[src/rtl/writeback_unit.sv]
// Purpose : 4-entry register-file writeback queue merging ALU and load results in program order.
// Latency : entry pushed into an empty queue at edge N drives RegWrite/RD/WriteData after edge N+1.
// Backpr. : MemReady while Count<=3; AluReady while Count<=2, or Count==3 with no load offered.
//
// Ports:
//   Clock, Reset_n               sole clock, synchronous active-low reset
//   AluValid/AluRd/AluData       ALU result source, AluReady accepts it
//   MemValid/MemRd/MemData       load result source, MemReady accepts it
//   RD/WriteData/RegWrite        registered register-file write port
//   Pending                      per-register hazard flags (queued or outgoing writes)
//   Count                        queue occupancy 0..4
module writeback_unit (
  input  logic        Clock,
  input  logic        Reset_n,
  input  logic        AluValid,
  input  logic [1:0]  AluRd,
  input  logic [15:0] AluData,
  output logic        AluReady,
  input  logic        MemValid,
  input  logic [1:0]  MemRd,
  input  logic [15:0] MemData,
  output logic        MemReady,
  output logic [1:0]  RD,
  output logic [15:0] WriteData,
  output logic        RegWrite,
  output logic [3:0]  Pending,
  output logic [2:0]  Count
);

  // Queue storage is deliberately not reset: a slot is only ever read
  // while it lies inside the rd_ptr..rd_ptr+count window.
  logic [1:0]  fifo_rd   [4];
  logic [15:0] fifo_data [4];

  logic [1:0]  wr_ptr;
  logic [1:0]  rd_ptr;
  logic [2:0]  count_q;

  logic [1:0]  rd_q;
  logic [15:0] write_data_q;
  logic        reg_write_q;

  logic        mem_push;
  logic        alu_push;
  logic        pop;
  logic [1:0]  alu_slot;

  // Readiness looks only at registered occupancy so it never depends on
  // the pop happening in the same cycle.
  assign MemReady = Reset_n & (count_q <= 3'd3);
  assign AluReady = Reset_n & ((count_q <= 3'd2) | ((count_q == 3'd3) & ~MemValid));

  assign mem_push = MemValid & MemReady;
  assign alu_push = AluValid & AluReady;
  assign pop      = (count_q != 3'd0);

  // The load is the older instruction, so on a dual push it takes the
  // first slot and the ALU result lands right behind it.
  assign alu_slot = wr_ptr + 2'(mem_push);

  always_ff @(posedge Clock) begin
    if (mem_push) begin
      fifo_rd[wr_ptr]   <= MemRd;
      fifo_data[wr_ptr] <= MemData;
    end
    if (alu_push) begin
      fifo_rd[alu_slot]   <= AluRd;
      fifo_data[alu_slot] <= AluData;
    end
  end

  always_ff @(posedge Clock) begin
    if (!Reset_n) begin
      wr_ptr       <= 2'd0;
      rd_ptr       <= 2'd0;
      count_q      <= 3'd0;
      rd_q         <= 2'd0;
      write_data_q <= 16'd0;
      reg_write_q  <= 1'b0;
    end else begin
      wr_ptr  <= wr_ptr + 2'(mem_push) + 2'(alu_push);
      rd_ptr  <= rd_ptr + 2'(pop);
      count_q <= count_q + 3'(mem_push) + 3'(alu_push) - 3'(pop);
      if (pop) begin
        rd_q         <= fifo_rd[rd_ptr];
        write_data_q <= fifo_data[rd_ptr];
        reg_write_q  <= 1'b1;
      end else begin
        reg_write_q  <= 1'b0;
      end
    end
  end

  // A physical slot is live when its distance from the read pointer is
  // below the occupancy; with count 4 every slot is live.
  always_comb begin
    Pending = 4'd0;
    for (int j = 0; j < 4; j++) begin
      if ({1'b0, 2'(j) - rd_ptr} < count_q) begin
        Pending[fifo_rd[j]] = 1'b1;
      end
    end
    if (reg_write_q) begin
      Pending[rd_q] = 1'b1;
    end
  end

  assign RD        = rd_q;
  assign WriteData = write_data_q;
  assign RegWrite  = reg_write_q;
  assign Count     = count_q;

endmodule

[config.mk]
export PLATFORM = sky130hd
export DESIGN_NAME = writeback_unit
export DESIGN_NICKNAME = d
export VERILOG_FILES = /design/src/rtl/writeback_unit.sv
export SDC_FILE = /design/constraint.sdc
export NUM_CORES = 1
export LEC_CHECK = 0
export CORE_MARGIN = 2
export CORE_UTILIZATION = 51
export DETAILED_ROUTE_END_ITERATION = 6
export GPL_ROUTABILITY_DRIVEN = 0
export PLACE_DENSITY = 0.8
export SLEW_MARGIN = 20
export SYNTH_ARGS = -nofsm -noshare
export SYNTH_HDL_FRONTEND = slang
export SYNTH_SLANG_ARGS = --single-unit
[constraint.sdc]
create_clock -name Clock -period 5.7 [get_ports Clock]
set_clock_uncertainty 0.2 [all_clocks]
set_input_delay 0.57 -clock Clock [delete_from_list [all_inputs] [get_ports Clock]]
set_output_delay 0.57 -clock Clock [all_outputs]
set_load 0.02 [all_outputs]
## Word-level counts from Yosys, hierarchy flattened

Memory sizes are Yosys's and may differ from the RTL's. A register that Yosys moved wholly into a read port is not among the register bits.
Cells that the tools add are included.
W data, S select, Z words.

| storage, ports and cells | value |
|---|---|
| output and inout bits | 28 |
| memories kept | 2 |
| memory bits (writable) | 72 |
| logic and storage cells | 72 |
| register bits | 8 |
| bits of input ports | 40 |

Memory list:

| name | depth | width | rd ports | clocked after Yosys merged registers in | write ports | RTL line | source |
|---|---|---|---|---|---|---|---|
| fifo_data | 4 | 16 | 1 | 1 | 2 | 33 | `logic [15:0] fifo_data [4];` |
| fifo_rd | 4 | 2 | 5 | 1 | 2 | 32 | `logic [1:0] fifo_rd [4];` |

| operators by class | value |
|---|---|
| add/sub/neg operators | 10 |
| bitwise gates (word level) | 11 |
| muxes and demuxes | 20 |
| reductions and logical operators | 8 |
| magnitude comparators | 16 |
| equality and inequality tests | 1 |

Operators by type and width:

| cell | count |
|---|---|
| $mux W4 | 5 |
| $or A4 B4 Y4 | 4 |
| $lt A2 B3 Y1 const B | 5 |
| $lt A2 B3 Y1 | 4 |
| $demux W1 S2 | 5 |
| $ge A2 B1 Y1 const B | 5 |
| $mux W1 | 10 |
| $add A2 B1 Y2 | 3 |
| $add A3 B1 Y3 | 2 |
| $le A3 B2 Y1 const B | 2 |
| $and A1 B1 Y1 | 5 |
| $logic_and A1 B1 Y1 | 5 |
| $sub A1 B2 Y2 const A | 2 |
| $sub A2 B2 Y2 const A | 2 |
| $eq A3 B2 Y1 const B | 1 |
| $reduce_bool A3 Y1 | 1 |
| $sub A3 B1 Y3 | 1 |
| $logic_not A1 Y1 | 2 |
| $not A1 Y1 | 1 |
| $or A1 B1 Y1 | 1 |

## Depth between registers and ports, before layout

Gate-level depths: netlist of the first run.

| logic depth | value |
|---|---|
| depth in word-level cells | 13 |
| mapped depth | 10 |
| gate-level depth less buffers | 10 |

## Least setup slack after synthesis of the first run

No wires, ideal clock.

| timing | value |
|---|---|
| path kind | flip-flop to flip-flop |
| start point | reg count_q[2], in the netlist Count[2] |
| end point | mem fifo_data[0][0] (enable) |
| data required time | 5.126 ns |
| slack | 2.289 ns |
| setup time | 0.374 ns |
| data arrival time | 2.837 ns |
| clock period less this slack | 3.411 ns |
| buffers on the path | 1 |
| stages on the path, launching flop included | 11 |
| cells stage by stage | dfxtp_1 clkinv_2 ha_1 nand3b_1 nand4_1 inv_1 ha_1 xor2_1 nor4_4 buf_6 a21o_1 |

RTL lines:

| element | RTL line | source |
|---|---|---|
| start, declared | 37 | `logic [2:0] count_q;` |
| start signal, assigned | 83 | `count_q <= count_q + 3'(mem_push) + 3'(alu_push) - 3'(pop);` |
| end, declared | 33 |  |

==> results of run 1 <==
==> area by class of cell <==
cell class,instances,area [µm²]
clock buffer,9,124
clock inverter,7,73.8
fill,724,3660
inverter,14,53.8
multi-input combinational,227,2200
sequential,98,2680
tap,133,166
timing repair buffer,74,723
==> per-stage QoR <==
step                utilization (%)  instance area (µm²)  setup slack (ns)  hold WS [ns]
finish                         62.2                 6020              1.85         0.263
global route                   62.2                 6020              1.61         0.283
CTS                            62.2                 6020              1.89         0.267
detailed placement             60.2                 5830              1.57         0.254
global placement               60.2                 5830              1.72         0.251
floorplan                         -                 5020              2.29         0.333
==> per-layer routing <==
metal	track usage, %	up-vias
met5	0	-
met3	2.89	9
met1	26.3	1527
met2	35.8	98
met4	6.48	0
li1	-	1477
==> sequential cells by signal (all words and copies together) (netlist names) <==
signal     cells
rd_ptr         2
RegWrite       1
fifo_rd        8
RD             2
wr_ptr         2
fifo_data     64
WriteData     16
Count          3
==> worst min-delay path: cells and delay by family (launching register included) <==
family,cells,cell delay [ns]
flip-flops,1,0.32
AO/OA/AOI/OAI,1,0.06
AND/OR/NAND/NOR,1,0.05
==> logic make-up after synthesis <==
group,after synthesis
AOI/OAI and AO/OA,38
xor gates and xnor gates,6
adders and majority gates,12
buffers and inverters,29
DFF,98
muxes,90
and+or+nand+nor,81
==> power breakdown <==
group	switching (µW)	internal, µW	leakage, µW
Clock	251	207	0.000102
Combinational	618	560	0.00112
Sequential	94.5	946	0.000871
==> Yosys cell counts (4+ instances only) <==
library cell,number,area [µm²]
mux2_4,18,270
ha_1,10,125
dfxtp_1,26,521
o21ai_0,20,100
clkbuf_1,7,26.3
and2_1,8,50.1
edfxtp_1,72,2160
nand3_1,6,30.0
nand2_1,43,161
inv_1,13,48.8
mux2_2,54,608
mux4_2,18,405
nor2_1,4,15.0
==> worst min-delay path by stage <==
stage | startpoint | to | slack (ns) | cells past startpoint
after global placement | WriteData[15] | WriteData[15] | 0.25 | 2
after CTS | WriteData[15] | WriteData[15] | 0.27 | 2
after floorplan | WriteData[0] | WriteData[0] | 0.33 | 2
after global routing | WriteData[15] | WriteData[15] | 0.28 | 2
final | WriteData[15] | WriteData[15] | 0.26 | 2
after detailed placement | WriteData[15] | WriteData[15] | 0.25 | 2
==> results.ini, run 1 <==
[run_status]
status=completed

[final_layout]
final_nets=476
final_common_cell=edfxtp_1
layout_common_cells=edfxtp_1, clkdlybuf4s50_1, mux2_2
drive_above_1_share_pct=28.2
stdcell_count=562
antennaDiodeCount=0
area_growth_pct=20.0

[synthesis]
synthMuxAreaShare_pct=25.6
avgSynthCellArea_um2=14.2
ys_async_sr_fraction_pct=0
syn-num-nets=406
ys.flop_type=edfxtp_1
synth_seq_cells=98
synthAdderAreaFrac_pct=3.29
synth_edf_count=72
syn-cell-area_mm2=0.00502
yosys_warnings=0
synth.distinct_cells=48
synth_compound_area_share_pct=5.04
synth_simple_gate_area_share_pct=8.73
ys_seq_area_share_pct=53.5
synth_top_family_by_area=multiplexers
syn_inst=354
synth_xor_area_share_pct=1.20

[clocking]
root_buffer=clkbuf_8
cts_max_path_buffers=2
cts_hold_buffers=0
cts_setup_buffers=0
htreeDepth=3
path_clk_slew_ns=0.10
clock_sinks=98
numCtsBuffers=9
tritoncts=done
clk_latency_ns=0.36
cts_resized=0

[route]
wire_per_inst_um=18.2
antenna_left=0
wl_met1_mm=4.29
vias_per_cell=5.54
first_iter_violations=152
detailroute.via_count=3111
met3_length_um=595
firstDrtPassIters=4
highest_layer=met4
drcViolationCount=0
drt-total-wl_mm=10.2
met2_length_mm=5.21

[sta]
final_max_slew_viol_count=0
maxSlewHeadroom_pct=32.7
post-route-period-util_pct=67.6
fin_crit_ns=3.85
clock.fmax_mhz=260
finalHoldViolCount=0
tightest_slew_ns=1.00
setup_viol=0
rsz0062_at_grt=false
fin_tns_setup_ns=0

[global_route]
overflow=0
grt_pass1_wl_mm=16.2
grt_pass1_vias=3125
grt_max_degree=32
antenna_found_initial=0
groute.usage.overall_pct=20.4

[placement]
place_inst=546
port_buffers=67
place_hpwl_mm=6.63

[worst_setup_path]
critPathArrivalTime_ns=3.77
criticalPathCategory=register to register
crit_chain=clkinv_2 > ha_1 > nand3b_1 > nand4_1 > inv_1 > ha_1 > xnor2_2 > nor4_4 > buf_4 > mux2_2
reg2reg_setup_slack_ns=1.85
r2r-end=fifo_rd[2][1]
worst_ep_required_time_ns=5.61
crit_path_end=fifo_rd[2][1]
cp_slowest_cell=nor4_4
path_buf_inv=3
startpoint=Count[2]
r2r-start=Count[2]
cp.depth=10
endpoint_kind=register
cp_max_fo=12
reg2reg_depth=10
path_delay_family=simple AND/OR/NAND/NOR gates
slowest_delay_ns=0.85
start_kind=register
crit_top_cell=ha_1

[min_path]
hold_path_class=register to register

[power]
p_per_area_mw_per_mm2=444
vdd_drop_max_uv=220
p_total_uw=2680
p_leak_uw=0.00209

[floorplan]
chipHeight_um=103
start_util_pct=51.8
ios=68
rows=36
die_area_mm2=0.0107
die_x_um=103
coreArea_mm2=0.00968

[run]
max_cap_viol_count=0

(Power assumes the default switching activity.)
==> run 2, diff against run 1 <==
Settings changed: CORE_UTILIZATION 51 to 50, PLACE_DENSITY 0.8 to 0.82.
Clock period 5.7 ns to 3.3 ns, I/O delays scaled along.
==> run 2 against run 1 <==
Against the previous run: global-route usage is 1.1 points higher; clock power is 80% higher; core utilization is 1.2 points higher; non-clock buffer count is 13 higher; combinational power is 81% higher; sequential cell count stayed put; critical path depth is 1 lower; via count is 2.9% higher; first-iteration DRC count stayed put; largest power group unchanged; highest routed layer unchanged.
==> results.ini, run 2 (synthesis results as in run 1) <==
[run_status]
status=completed  ; unchanged

[worst_setup_path]
reg2reg_depth=10  ; unchanged
criticalPathCategory=register to output port  ; was register to register
critPathArrivalTime_ns=2.58  ; was 3.77 ns
reg2reg_setup_slack_ns=0.29  ; was 1.85 ns
r2r-start=Count[2]  ; unchanged
start_kind=register  ; unchanged
startpoint=rd_ptr[1]  ; was Count[2]
cp_max_fo=21  ; was 12
endpoint_kind=output port  ; was register
worst_ep_required_time_ns=2.77  ; was 5.61 ns

[power]
pwr-share-comb_pct=44.8  ; was 44.0%
vdd_drop_max_uv=434  ; was 220 µV
p_leak_uw=0.00220  ; was 0.00209 µW
switching_share_pct=35.2  ; was 36.0%
p_sw_uw=1680  ; was 963 µW
p_total_uw=4760  ; was 2680 µW
p_seq_share_pct=37.9  ; was 38.9%
clockPowerShare_pct=17.3  ; was 17.1%
p_int_uw=3080  ; was 1710 µW
p_per_area_mw_per_mm2=768  ; was 444 mW/mm²

[clocking]
clk_latency_ns=0.37  ; was 0.36 ns
path_clk_slew_ns=0.09  ; was 0.10 ns
cts_setup_buffers=0  ; unchanged
numCtsBuffers=9  ; unchanged
clock_sinks=98  ; unchanged
htreeDepth=3  ; unchanged
tritoncts=done  ; unchanged
root_buffer=clkbuf_8  ; unchanged
cts_max_path_buffers=2  ; unchanged

[global_route]
antenna_found_initial=0  ; unchanged
grt_pass1_vias=3370  ; was 3125
overflow=0  ; unchanged
groute.usage.overall_pct=21.5  ; was 20.4%
grt_max_degree=31  ; was 32
grt_pass1_wl_mm=17.6  ; was 16.2 mm

[final_layout]
drive_above_1_share_pct=31.2  ; was 28.2%
area_growth_pct=23.4  ; was 20.0%
antennaDiodeCount=0  ; unchanged
seqCellArea_mm2=0.00269  ; was 0.00268 mm²
multi_input_area_mm2=0.00221  ; was 0.00220 mm²
final_core_util_pct=63.4  ; was 62.2%
largest_reg_flops=64  ; unchanged
final_nets=489  ; was 476
fill_cells=746  ; was 724
layout_common_cells=edfxtp_1, clkdlybuf4s50_1, mux2_2  ; unchanged
regMostFlops=fifo_data  ; unchanged
final_common_cell=edfxtp_1  ; unchanged

[floorplan]
coreArea_mm2=0.00977  ; was 0.00968 mm²
die_x_um=104  ; was 103 µm
rows=36  ; unchanged
start_util_pct=51.3  ; was 51.8%
ios=68  ; unchanged
chipHeight_um=104  ; was 103 µm
die_area_mm2=0.0109  ; was 0.0107 mm²

[sta]
post-route-period-util_pct=94.2
clock.fmax_mhz=322
setup_viol=0  ; unchanged
tightest_slew_ns=0.822  ; was 1.00 ns
worst_slack_ns=0.193  ; was 1.85 ns
final_max_slew_viol_count=0  ; unchanged
rsz0062_at_grt=false  ; unchanged
fin_tns_setup_ns=0  ; unchanged
maxSlewHeadroom_pct=45.2  ; was 32.7%
fin_crit_ns=3.11
finalHoldViolCount=0  ; unchanged

[min_path]
hold_depth=2  ; unchanged
min_from=WriteData[15]  ; unchanged
hold_path_class=register to register  ; unchanged

[placement]
place_hpwl_mm=7.80  ; was 6.63 mm
pre_cts_ws_ns=0.220  ; was 1.57 ns
port_buffers=67  ; unchanged

[route]
drt-total-wl_mm=10.9  ; was 10.2 mm
first_iter_violations=152  ; unchanged
antenna_left=0  ; unchanged
wire_per_inst_um=19.0  ; was 18.2 µm
drcViolationCount=0  ; unchanged
vias_per_cell=5.57  ; was 5.54
detailroute.via_count=3200  ; was 3111
firstDrtPassIters=4  ; unchanged

[run]
max_cap_viol_count=0  ; unchanged

==> run 2: cell count changes in the layout (fill, tap and decap cells not counted), sizes merged <==
cell | before | now
clkinv | 3 | 2
bufinv | 1 | 0
dlymetal6s2s | 0 | 2
clkbuf | 9 | 14
buf | 7 | 20
inv | 17 | 14
clkdlybuf4s50 | 67 | 65
==> run 2: through the flow <==
step                instance area [µm²]  hold WS (ns)  cells
finish                             6190         0.259    575
global route                       6190         0.302    575
CTS                                6190         0.263    575
floorplan                          5020         0.333    354
global placement                   5960         0.248    559
detailed placement                 5960         0.252    559
==> run 2: final cells by class <==
cell class,instances,share of cell area [%]
Clock buffer,14,3.33
Clock inverter,2,0.182
Inverter,14,0.869
Multi-Input combinational cell,227,35.6
Sequential cell,98,43.4
Tap cell,133,2.69
Timing Repair Buffer,87,13.9
==> run 2: power by group through the flow <==
stage	clock, µW	combinational [µW]	sequential [µW]
final	824	2130	1800
after global routing	894	2320	1840
after CTS	838	2160	1800
after detailed placement	0	2140	1820
after global placement	0	2080	1810
after floorplan	0	1220	1940
==> run 2: per-layer routing <==
layer  up-vias  wire, µm  share of wire, %  track usage (%)
met5         -         0                 0                0
met3        14       454               4.2             3.88
met4         0       187               1.7             9.07
met2        86      5850                54             37.1
met1      1600      4440                41             26.6
li1       1500         -                 -                -
==> run 2: worst paths after layout <==
check / endpoint
hold reg to reg: WriteData[15]
setup / recovery: Pending[2]
hold / removal: WriteData[15]
setup reg to reg: fifo_data[1][13]
==> run 2: worst max-delay path: stages, from the launching register on <==
cell and delay, ns:
dfxtp_1 0.34, buf_4 0.32, xnor2_1 0.19, inv_1 0.07, ha_1 0.19, nor2b_1 0.15
nor3b_1 0.19, a21oi_1 0.09, nand3_1 0.08, clkdlybuf4s50_1 0.60
==> run 2: repair_timing <==
action	in CTS	in global routing
endpoints found under the setup margin	3	44
pin swaps	0	1
hold buffers	0	0
gates resized for setup	2	4
